--- config.mk ---
export PLATFORM = sky130hd
export DESIGN_NAME = axi4lite_cmd_master
export DESIGN_NICKNAME = d
export VERILOG_FILES = /design/src/rtl/axi4lite_cmd_master.sv
export SDC_FILE = /design/constraint.sdc
export NUM_CORES = 1
export LEC_CHECK = 0
export ABC_AREA = 1
export BUFFER_PORTS_ARGS = -buffer_cell sky130_fd_sc_hd__buf_2
export CAP_MARGIN = 20
export CORE_ASPECT_RATIO = 0.6
export CORE_MARGIN = 8
export CORE_UTILIZATION = 25
export DETAILED_ROUTE_END_ITERATION = 10
export PLACE_DENSITY = 0.5
export SYNTH_ARGS = -nofsm -noshare
export SYNTH_HDL_FRONTEND = slang
export SYNTH_SLANG_ARGS = --single-unit
--- constraint.sdc ---
create_clock -name A_CLK -period 2.15 [get_ports A_CLK]
set_input_delay 0.3225 -clock A_CLK [delete_from_list [all_inputs] [get_ports A_CLK]]
set_output_delay 0.3225 -clock A_CLK [all_outputs]
set_load 0.005 [all_outputs]
--- src/rtl/axi4lite_cmd_master.sv ---
// Single-outstanding command/response front end that issues AXI4-Lite master
// transactions, with an optional B/R wait timeout that forces a SLVERR response.
module axi4lite_cmd_master #(
   parameter int unsigned ADDR_WIDTH = 32,
   parameter int unsigned DATA_WIDTH = 32,
   parameter int unsigned TIMEOUT    = 256
) (
   input  logic                  A_CLK,
   input  logic                  A_RSTn,
   input  logic                  CMD_VALID,
   output logic                  CMD_READY,
   input  logic                  CMD_WE,
   input  logic [ADDR_WIDTH-1:0] CMD_ADDR,
   input  logic [DATA_WIDTH-1:0] CMD_WDATA,
   output logic                  RSP_VALID,
   input  logic                  RSP_READY,
   output logic                  RSP_WE,
   output logic [DATA_WIDTH-1:0] RSP_RDATA,
   output logic [1:0]            RSP_RESP,
   output logic                  RSP_TIMEOUT,
   output logic                  AW_VALID,
   input  logic                  AW_READY,
   output logic [ADDR_WIDTH-1:0] AW_ADDR,
   output logic                  W_VALID,
   input  logic                  W_READY,
   output logic [DATA_WIDTH-1:0] W_DATA,
   input  logic                  B_VALID,
   output logic                  B_READY,
   input  logic [1:0]            B_RESP,
   output logic                  AR_VALID,
   input  logic                  AR_READY,
   output logic [ADDR_WIDTH-1:0] AR_ADDR,
   input  logic                  R_VALID,
   output logic                  R_READY,
   input  logic [DATA_WIDTH-1:0] R_DATA,
   input  logic [1:0]            R_RESP
);

   localparam int unsigned CW = (TIMEOUT > 1) ? $clog2(TIMEOUT) : 1;
   localparam logic [CW-1:0] CNT_LAST = CW'(TIMEOUT - 1);

   typedef enum logic [2:0] {IDLE, WR_REQ, WR_RESP, RD_REQ, RD_DATA, RSP} state_t;

   state_t                state_q, state_d;
   logic                  cmd_ready_q, cmd_ready_d;
   logic                  aw_valid_q, aw_valid_d;
   logic                  w_valid_q, w_valid_d;
   logic                  b_ready_q, b_ready_d;
   logic                  ar_valid_q, ar_valid_d;
   logic                  r_ready_q, r_ready_d;
   logic                  rsp_valid_q, rsp_valid_d;
   logic                  rsp_we_q, rsp_we_d;
   logic                  rsp_timeout_q, rsp_timeout_d;
   logic [1:0]            rsp_resp_q, rsp_resp_d;
   logic [DATA_WIDTH-1:0] rsp_rdata_q, rsp_rdata_d;
   logic [ADDR_WIDTH-1:0] addr_q, addr_d;
   logic [DATA_WIDTH-1:0] wdata_q, wdata_d;
   logic [CW-1:0]         cnt_q, cnt_d;
   logic                  timeout_hit;

   assign timeout_hit = (TIMEOUT != 0) && (cnt_q == CNT_LAST);

   always_comb begin
      state_d       = state_q;
      aw_valid_d    = aw_valid_q;
      w_valid_d     = w_valid_q;
      b_ready_d     = b_ready_q;
      ar_valid_d    = ar_valid_q;
      r_ready_d     = r_ready_q;
      rsp_valid_d   = rsp_valid_q;
      rsp_we_d      = rsp_we_q;
      rsp_timeout_d = rsp_timeout_q;
      rsp_resp_d    = rsp_resp_q;
      rsp_rdata_d   = rsp_rdata_q;
      addr_d        = addr_q;
      wdata_d       = wdata_q;
      cnt_d         = cnt_q;
      case (state_q)
         IDLE: begin
            if (CMD_VALID && cmd_ready_q) begin
               addr_d   = CMD_ADDR;
               wdata_d  = CMD_WDATA;
               rsp_we_d = CMD_WE;
               if (CMD_WE) begin
                  state_d    = WR_REQ;
                  aw_valid_d = 1'b1;
                  w_valid_d  = 1'b1;
               end else begin
                  state_d    = RD_REQ;
                  ar_valid_d = 1'b1;
               end
            end
         end
         WR_REQ: begin
            // A cleared valid doubles as that channel's accept flag.
            aw_valid_d = aw_valid_q && !AW_READY;
            w_valid_d  = w_valid_q && !W_READY;
            if (!aw_valid_d && !w_valid_d) begin
               state_d   = WR_RESP;
               b_ready_d = 1'b1;
               cnt_d     = '0;
            end
         end
         WR_RESP: begin
            if (B_VALID || timeout_hit) begin
               state_d       = RSP;
               b_ready_d     = 1'b0;
               rsp_valid_d   = 1'b1;
               rsp_rdata_d   = '0;
               rsp_timeout_d = !B_VALID;
               rsp_resp_d    = B_VALID ? B_RESP : 2'b10;
            end else begin
               cnt_d = cnt_q + CW'(1);
            end
         end
         RD_REQ: begin
            if (AR_READY) begin
               state_d    = RD_DATA;
               ar_valid_d = 1'b0;
               r_ready_d  = 1'b1;
               cnt_d      = '0;
            end
         end
         RD_DATA: begin
            if (R_VALID || timeout_hit) begin
               state_d       = RSP;
               r_ready_d     = 1'b0;
               rsp_valid_d   = 1'b1;
               rsp_timeout_d = !R_VALID;
               rsp_rdata_d   = R_VALID ? R_DATA : '0;
               rsp_resp_d    = R_VALID ? R_RESP : 2'b10;
            end else begin
               cnt_d = cnt_q + CW'(1);
            end
         end
         RSP: begin
            if (RSP_READY) begin
               state_d     = IDLE;
               rsp_valid_d = 1'b0;
            end
         end
         default: state_d = IDLE;
      endcase
      cmd_ready_d = (state_d == IDLE);
   end

   always_ff @(posedge A_CLK or negedge A_RSTn) begin
      if (!A_RSTn) begin
         state_q       <= IDLE;
         cmd_ready_q   <= 1'b0;
         aw_valid_q    <= 1'b0;
         w_valid_q     <= 1'b0;
         b_ready_q     <= 1'b0;
         ar_valid_q    <= 1'b0;
         r_ready_q     <= 1'b0;
         rsp_valid_q   <= 1'b0;
         rsp_we_q      <= 1'b0;
         rsp_timeout_q <= 1'b0;
         rsp_resp_q    <= '0;
         rsp_rdata_q   <= '0;
         addr_q        <= '0;
         wdata_q       <= '0;
         cnt_q         <= '0;
      end else begin
         state_q       <= state_d;
         cmd_ready_q   <= cmd_ready_d;
         aw_valid_q    <= aw_valid_d;
         w_valid_q     <= w_valid_d;
         b_ready_q     <= b_ready_d;
         ar_valid_q    <= ar_valid_d;
         r_ready_q     <= r_ready_d;
         rsp_valid_q   <= rsp_valid_d;
         rsp_we_q      <= rsp_we_d;
         rsp_timeout_q <= rsp_timeout_d;
         rsp_resp_q    <= rsp_resp_d;
         rsp_rdata_q   <= rsp_rdata_d;
         addr_q        <= addr_d;
         wdata_q       <= wdata_d;
         cnt_q         <= cnt_d;
      end
   end

   assign CMD_READY   = cmd_ready_q;
   assign RSP_VALID   = rsp_valid_q;
   assign RSP_WE      = rsp_we_q;
   assign RSP_RDATA   = rsp_rdata_q;
   assign RSP_RESP    = rsp_resp_q;
   assign RSP_TIMEOUT = rsp_timeout_q;
   assign AW_VALID    = aw_valid_q;
   assign AW_ADDR     = addr_q;
   assign W_VALID     = w_valid_q;
   assign W_DATA      = wdata_q;
   assign B_READY     = b_ready_q;
   assign AR_VALID    = ar_valid_q;
   assign AR_ADDR     = addr_q;
   assign R_READY     = r_ready_q;

endmodule
After elaboration in Yosys (flattened, before gate mapping)
Cells that the tools add are included.
{"block": "word_totals", "reg_bits": 118, "input_bits": 110, "output_inout_bits": 139, "wordCells": 104}
{"block": "op_classes", "n_addsub": 1, "n_eq_ne": 16, "mux": 43, "reduce_logical": 29}
{"op": "$mux 32", "count": 3}
{"op": "$pmux 32 s2", "count": 1}
{"op": "$mux 8", "count": 4}
{"op": "$pmux 8 s4", "count": 1}
{"op": "$ne 2x2->1 const B", "count": 10}
{"op": "$mux 3", "count": 6}
{"op": "$pmux 3 s6", "count": 1}
{"op": "$mux 1", "count": 14}
{"op": "$pmux 1 s2", "count": 6}
{"op": "$reduce_and 3->1", "count": 4}
{"op": "$mux 2", "count": 5}
{"op": "$reduce_bool 2->1", "count": 5}
{"op": "$add 8x1->8 const B", "count": 1}
{"op": "$eq 8x8->1 const B", "count": 1}
{"op": "$reduce_and 4->1", "count": 2}
{"op": "$eq 3x2->1 const B", "count": 2}
{"op": "$eq 3x3->1 const B", "count": 2}
{"op": "$logic_not 1->1", "count": 6}
{"op": "$logic_not 3->1", "count": 2}
{"op": "$reduce_and 5->1", "count": 1}
{"op": "$logic_and 1x1->1", "count": 4}
{"op": "$pmux 2 s2", "count": 1}
{"op": "$reduce_bool 4->1", "count": 1}
{"op": "$eq 3x1->1 const B", "count": 1}
{"op": "4 further kinds", "count": 5}

Depth between registers and ports, before layout
Gate-level depths: netlist (run 1).
{"block": "depth", "word_depth": 7, "depth_mapped": 10, "ltp_nobuf": 9}

Worst setup path after synthesis (run 1)
Ideal clock, no wire load.
{"block": "synth_timing", "kind": "reg-to-reg", "start": "register cnt_q[0]", "end": "register cnt_q[0]", "setup_ns": 0.117, "arrival_ns": 1.498, "required_time_ns": 2.033, "path_slack_ns": 0.535, "path_stages_with_launch": 10, "n_path_buf": 0, "period_less_slack_ns": 1.615, "cell_sequence": "dfrtp_1 > ha_1 > nand2_1 > nor2_2 > nand2_2 > nand2_1 > a21oi_2 > nand2_2 > nand2_1 > nand2_1"}
{"block": "synth_between", "elab_chain_len": 4, "elab_cells_between_ends": 10, "classes_between": "add/sub (1); eq/ne (3); mux (3); reduce/logical (3)"}
{"item": "start, declared", "line": "58", "source": "logic [CW-1:0] cnt_q, cnt_d;"}
{"item": "start signal, assigned", "line": "179", "source": "cnt_q <= cnt_d;"}
{"item": "branches (longest 4 deep; another with $add 8x1->8)"}
Several ways; the timed one is not identified. The select of a mux whose other input is x is not followed.
A chain may end at the register's enable or synchronous reset.

Worst setup path in the final report (run 1)
{"block": "layout_timing", "start": "register cnt_q[0]", "end": "register cnt_q[4]"}
Same word-level chain as after synthesis.

==> flow_summary_export.csv, run 1 <==
group,metric,value,unit
outcome,outcome,"complete, no violations",
clock_tree,clockRootBuffer,"clkbuf_16",
grt,grtUsageTotal,13.1,%
grt,grt-ovfl-total,0,
die,die_w,200,um
die,core,20000,sq um
die,die_area,25300,sq um
die,fp-row-count,40,
die,start_util,25.5,%
job,drv_cap,0,
route,drtIter0Drc,175,
finish,drive_gt1_share,35.7,%
place,hpwlAfterDp,12300,um
timing,fmax,558,MHz
grt,grt_max_degree,70,
finish,fill_cells,2101,
worst_setup_path,path_cells,"ha_1 > nand2_1 > nor2_2 > nand2_2 > a21oi_2 > nor2_2 > nand2_2 > nand2_1 > nand2_1",
route,dr.pass1.iters,6,
worst_setup_path,r2r_cells,9,
clock_tree,cts_resized,0,
synthesis,seq_area_frac_synth,58.0,%
grt,grt_pass1_vias,4663,
power_and_ir_drop,p_per_area,1420,nW/um^2
clock_tree,cts_tree,"done",
worst_setup_path,crit_top_cell,"nand2_1",
place,gp_congestion,0.805,
synthesis,synth_flop_cell,"dfrtp_1",
hold_path,hold_class,"in2reg",
finish,area_growth,38.4,%
route,wl_per_cell,14.6,um
worst_setup_path,max_stage_delay,430,ps
synthesis,yosysUniqueCellTypes,27,
synthesis,yosysTopAreaCellShare,58.0,%
route,vias,4491,
grt,grt_pass1_wl,26500,um
timing,min_period,1790,ps
power_and_ir_drop,ir_drop,0.553,mV
synthesis,synthTopCellsByCount,"nand2_1, dfrtp_1, buf_4",
synthesis,yosysWarnings,0,
grt,antenna_found_initial,1,
die,ios,249,
timing,hold_violations,0,
finish,nNetsFinal,947,
synthesis,postSynthCellCount,612,
route,drt-total-wl,16400,um
worst_setup_path,worstPathArrival,2100,ps
timing,skew,5.16,ps
timing,max_slew_margin,62.1,%
place,io_buffer_count,248,
power_and_ir_drop,leakage,4.14,nW
route,drtAntennaViolNets,0,
synthesis,synth_nets,723,
clock_tree,cts.path.max_buffers,2,
clock_tree,clock_sinks,118,
worst_setup_path,cp-end-kind,"register",
timing,rsz0062_at_grt,"no",
synthesis,ys_ff_latch,118,
timing,finalMaxSlewViolations,0,
hold_path,hold_path_depth,3,
worst_setup_path,path_max_fanout,8,
worst_setup_path,crit_path_start_kind,"register",
timing,fin_crit_sh,83.4,%
clock_tree,ctsHtreeMaxLevel,4,
timing,setup_tns,0,ps
route,vias_per_cell,4.01,
worst_setup_path,required,2460,ps
clock_tree,cts_buffers,17,
synthesis,synthTopCellsByArea,"dfrtp_1, nand2_1, buf_4",
timing,finalSetupViolCount,0,
synthesis,yosysMostFrequentCell,"nand2_1",
clock_tree,clock_latency,410,ps
die,die_h,127,um
power_and_ir_drop,finalPower,10.0,mW
finish,diodes,0,
worst_setup_path,path_class,"reg2reg",
synthesis,synth_area,5090,sq um
timing,tightestPinTransition,568,ps
worst_setup_path,crit_slowest_cell,"dfrtp_1",
route,route.detailed.drc,0,
synthesis,synth_area_per_cell,8.32,sq um
synthesis,synth_edf_count,0,
synthesis,yosysTopAreaCell,"dfrtp_1",
synthesis,synth-async-reset-ratio,100,%
clock_tree,path_clk_slew,60,ps
==> sequential cells by signal, indices dropped and copies added (netlist names), 2 cells and up <==
signal,count
RSP_RDATA,32
W_DATA,32
RSP_RESP,2
AR_ADDR,32
state_q,3
cnt_q,8
==> per-layer routing <==
layer	vias up	global-route usage, %	share of wire [%]
li1	2278	-	-
met1	1993	17.3	48
met2	204	17.8	38
met3	14	7.96	13
met4	2	2.95	0.98
met5	-	0	0.073
==> cell families after synthesis <==
family,after synthesis,share of synthesized area [%]
compound gates,18,2.06
xor+xnor,2,0.344
buf+inv,79,8.83
simple gates,394,30.5
fa+ha+maj,1,0.246
flops,118,58.0
==> worst max-delay path, delay by kind of cell (launching register included) <==
family                   cells  cell delay [ps]
adder cells (fa/ha/maj)      1              260
flip-flops                   1              430
AND/OR/NAND/NOR              7              890
AO/OA/AOI/OAI                1              100
==> worst paths after layout <==
kind	slack, ps	to	from
worst min register to register	460	RSP_RDATA[3]$_DFFE_PN0P_	RSP_RDATA[3]$_DFFE_PN0P_
worst min-delay path	100	RSP_RDATA[30]$_DFFE_PN0P_	R_DATA[30]
worst max register to register	360	cnt_q[4]$_DFFE_PN0P_	cnt_q[0]$_DFFE_PN0P_
worst max-delay path	360	cnt_q[4]$_DFFE_PN0P_	cnt_q[0]$_DFFE_PN0P_
max in group asynchronous	1290	RSP_RDATA[14]$_DFFE_PN0P_	A_RSTn
min in group asynchronous	470	AR_ADDR[23]$_DFFE_PN0P_	A_RSTn
==> layout by cell type, fill, tap and decap left out, types with 2 or more instances in the layout <==
| cell type | instances |
|---|---|
| nand2_1 | 346 |
| nand2_2 | 3 |
| nand3_2 | 2 |
| inv_2 | 3 |
| clkinvlp_4 | 3 |
| nor2_1 | 17 |
| inv_1 | 23 |
| buf_4 | 6 |
| nor2_2 | 4 |
| clkbuf_16 | 17 |
| clkbuf_8 | 2 |
| clkbuf_1 | 2 |
| o21ai_0 | 8 |
| o21a_1 | 2 |
| buf_12 | 4 |
| bufinv_16 | 3 |
| a21oi_2 | 2 |
| nor3_1 | 3 |
| a21oi_1 | 4 |
| nand3b_1 | 2 |
| clkinv_2 | 3 |
| dfrtp_1 | 118 |
| buf_2 | 247 |
| nand3_1 | 13 |
==> cell type report <==
class	instances	area, sq um	area share, %
flip-flops and latches	118	2950	41.9
multi-input cells	415	1700	24.1
repair buffers	258	1370	19.5
clock buffers	21	460	6.53
well taps	273	342	4.85
clock inverters	9	128	1.81
inverters	26	97.6	1.38
==> report_power, final <==
group | internal (mW) | switching [mW]
Sequential | 3.16 | 0.565
Combinational | 1.45 | 1.98
Clock | 1.86 | 1.00
Total | 6.47 | 3.55
==> stage by stage <==
stage               utilization, %  setup WS, ps  hold slack (ps)  area, sq um  instances
finish                        35.3           357              102         7050       1120
global route                  35.3           154             83.2         7050       1120
CTS                           35.3           356             77.3         7050       1120
detailed placement            32.3           356              345         6450       1089
global placement              32.3           434              352         6450       1089
floorplan                        -           535             26.9         5090        612
==> what timing repair did <==
item / 4_1_cts / 5_1_grt
endpoints found under the hold margin: 118 / 0
hold buffers: 1 / 0
buffers inserted: 0 / 0
Note: power is estimated with default switching activity, not from simulation.
==> run 2, diff against run 1 <==
--- a/config.mk
+++ b/config.mk
@@ -5,14 +5,14 @@
 export SDC_FILE = /design/constraint.sdc
 export NUM_CORES = 1
 export LEC_CHECK = 0
-export ABC_AREA = 1
+export ABC_AREA = 0
 export BUFFER_PORTS_ARGS = -buffer_cell sky130_fd_sc_hd__buf_2
 export CAP_MARGIN = 20
 export CORE_ASPECT_RATIO = 0.6
 export CORE_MARGIN = 8
 export CORE_UTILIZATION = 25
 export DETAILED_ROUTE_END_ITERATION = 10
-export PLACE_DENSITY = 0.5
+export PLACE_DENSITY = 0.52
 export SYNTH_ARGS = -nofsm -noshare
 export SYNTH_HDL_FRONTEND = slang
 export SYNTH_SLANG_ARGS = --single-unit
==> constraint.sdc (replaced) <==
create_clock -name A_CLK -period 1.47 [get_ports A_CLK]
set_input_delay 0.2205 -clock A_CLK [delete_from_list [all_inputs] [get_ports A_CLK]]
set_output_delay 0.2205 -clock A_CLK [all_outputs]
set_load 0.005 [all_outputs]
==> flow_summary_export.csv, run 2 <==
group,metric,value,unit
synthesis,synth_nets,615,
clock_tree,cts_tree,"done",
finish,regArea,2950,sq um
die,die_h,125,um
grt,grt_pass1_vias,5232,
die,ios,249,
power_and_ir_drop,p_per_area,1940,nW/um^2
clock_tree,clockRootBuffer,"clkbuf_16",
clock_tree,ctsHtreeMaxLevel,4,
synthesis,yosysUniqueCellTypes,38,
power_and_ir_drop,p_switching,6.60,mW
power_and_ir_drop,ir_drop,0.841,mV
timing,rsz0062_at_grt,"yes",
power_and_ir_drop,swShare,36.0,%
timing,fmax,528,MHz
clock_tree,clock_sinks,118,
outcome,outcome,"finished with violations",
synthesis,postSynthCellCount,504,
synthesis,synth_area,4930,sq um
route,drt-total-wl,19800,um
power_and_ir_drop,intPower,11.7,mW
place,dp_cells,1012,
place,hpwlAfterDp,11400,um
finish,fill_cells,1724,
finish,stdcell_area,9420,sq um
finish,nNetsFinal,987,
worst_setup_path,required,1800,ps
worst_setup_path,worstPathArrival,2220,ps
hold_path,hold_path_depth,3,
grt,grt-ovfl-total,0,
finish,final_cell_mix,"buf_2, dfrtp_1, nand2_1, nand2_2, dlygate4sd3_1",
route,vias,5014,
place,gp_congestion,0.768,
route,wl_per_cell,17.2,um
route,vias_per_cell,4.34,
timing,finalMaxSlewViolations,0,
worst_setup_path,cp-end-kind,"register",
grt,grt_pass1_wl,29200,um
clock_tree,path_clk_slew,60,ps
synthesis,yosysTopAreaCell,"dfrtp_1",
timing,hold_violations,0,
power_and_ir_drop,p_seq_share,30.8,%
synthesis,synth-async-reset-ratio,100,%
die,die_area,24600,sq um
route,drtIter0Drc,187,
synthesis,synth_edf_count,0,
job,drv_cap,0,
worst_setup_path,path_class,"reg2reg",
power_and_ir_drop,p_comb_share,46.2,%
timing,skew,6.82,ps
route,drtAntennaViolNets,0,
place,dpl-instance-area,6700,sq um
timing,hold_ws,30.6,ps
grt,antenna_found_initial,0,
clock_tree,cts.path.max_buffers,2,
worst_setup_path,crit_path_start_kind,"register",
clock_tree,clock_latency,410,ps
finish,utilization,49.1,%
synthesis,synthTopCellsByArea,"dfrtp_1, nand2_1, a22o_1",
timing,setup_tns,-28760,ps
timing,finalSetupViolCount,116,
power_and_ir_drop,pwr-share-clk,23.0,%
route,dr.pass1.iters,4,
timing,fin_crit_sh,129,%
timing,max_slew_margin,74.1,%
timing,tightestPinTransition,389,ps
worst_setup_path,path_max_fanout,5,
timing,layout_setup_ws,-423,ps
die,fp-row-count,39,
finish,multiInputGateArea,2370,sq um
timing,min_period,1890,ps
finish,diodes,0,
grt,grtUsageTotal,15.1,%
worst_setup_path,r2r_cells,6,
outcome,violations,"negative setup slack",
synthesis,yosysMostFrequentCell,"nand2_1",
finish,area_growth,91.1,%
synthesis,yosysTopAreaCellShare,59.9,%
finish,layout_commonest_cell,"buf_2",
die,core,19200,sq um
finish,drive_gt1_share,58.4,%
power_and_ir_drop,leakage,4.85,nW
die,start_util,25.7,%
synthesis,yosysWarnings,0,
synthesis,synth_area_per_cell,9.79,sq um
clock_tree,cts_buffers,17,
synthesis,synthTopCellsByCount,"nand2_1, dfrtp_1, buf_4",
synthesis,synth_flop_cell,"dfrtp_1",
hold_path,hold_class,"in2reg",
die,die_w,197,um
route,route.detailed.drc,0,
grt,grt_max_degree,71,
place,io_buffer_count,248,
finish,fin_cells,1155,
synthesis,seq_area_frac_synth,59.9,%
synthesis,ys_ff_latch,118,
## run 2: worst paths after layout
kind | from | endpoint | slack (ps)
max | cnt_q[1]$_DFFE_PN0P_ | cnt_q[7]$_DFFE_PN0P_ | -420
min | CMD_ADDR[15] | AR_ADDR[15]$_DFFE_PN0P_ | 30
max reg2reg | cnt_q[1]$_DFFE_PN0P_ | cnt_q[7]$_DFFE_PN0P_ | -420
min reg2reg | W_DATA[21]$_DFFE_PN0P_ | W_DATA[21]$_DFFE_PN0P_ | 480
max in group asynchronous | A_RSTn | RSP_VALID$_DFFE_PN0P_ | 700
min in group asynchronous | A_RSTn | W_DATA[30]$_DFFE_PN0P_ | 410
## run 2: worst max-delay path: stages, from the launching register on
cell and delay (ps):
dfrtp_1 380, ha_2 200, and3_4 190, a211oi_4 270, o221ai_4 160, or4_1 490
a21oi_1 130
## run 2: metal layers
metal / global-route usage (%) / share of wire, % / vias up / routed length [um]
met2: 23.9 / 47 / 161 / 9330
met1: 19.5 / 45 / 2437 / 8900
li1: - / - / 2392 / -
met3: 4.61 / 6.4 / 24 / 1270
met5: 0 / 0 / - / 0
met4: 4.80 / 1.8 / 0 / 348
## run 2: kinds of logic (layout without fill, tap and decap cells)
| kind of cell | after synthesis | after routing | synth area share, % |
|---|---|---|---|
| DFF | 118 | 118 | 59.9 |
| and+or+nand+nor | 255 | 255 | 21.8 |
| muxes | 1 | 1 | 0.228 |
| AOI/OAI and AO/OA | 70 | 71 | 10.6 |
| buffers and inverters | 59 | 443 | 7.23 |
| adders and majority gates | 1 | 1 | 0.254 |
## run 2: per-stage QoR
step           power, mW  worst slack, ps
2_1_floorplan       8.49             -240
3_3_place_gp        11.0             -353
3_5_place_dp        11.0             -399
4_1_cts             17.3             -404
5_1_grt             19.5             -497
6_report            18.3             -423
## run 2: cell type report
class,count,share of cell area (%)
repair buffers,410,33.6
inverters,1,0.0398
multi-input cells,328,25.2
flip-flops and latches,118,31.3
clock buffers,19,4.81
clock inverters,13,1.55
well taps,266,3.53
## run 2: power by group through the flow
stage / logic, mW / clock network (mW) / registers (mW)
finish: 8.46 / 4.22 / 5.65
global route: 9.18 / 4.49 / 5.81
CTS: 7.50 / 4.36 / 5.40
detailed placement: 5.71 / 0 / 5.32
global placement: 5.70 / 0 / 5.32
floorplan: 3.04 / 0 / 5.45
## run 2: timing repair
action / CTS / global route
gates cloned: 14 / 4
endpoints found under the hold margin: 192 / 0
pin swaps: 37 / 65
hold buffers: 75 / 0
endpoints found under the setup margin: 118 / 118
buffers inserted: 18 / 11
resized for setup: 88 / 166
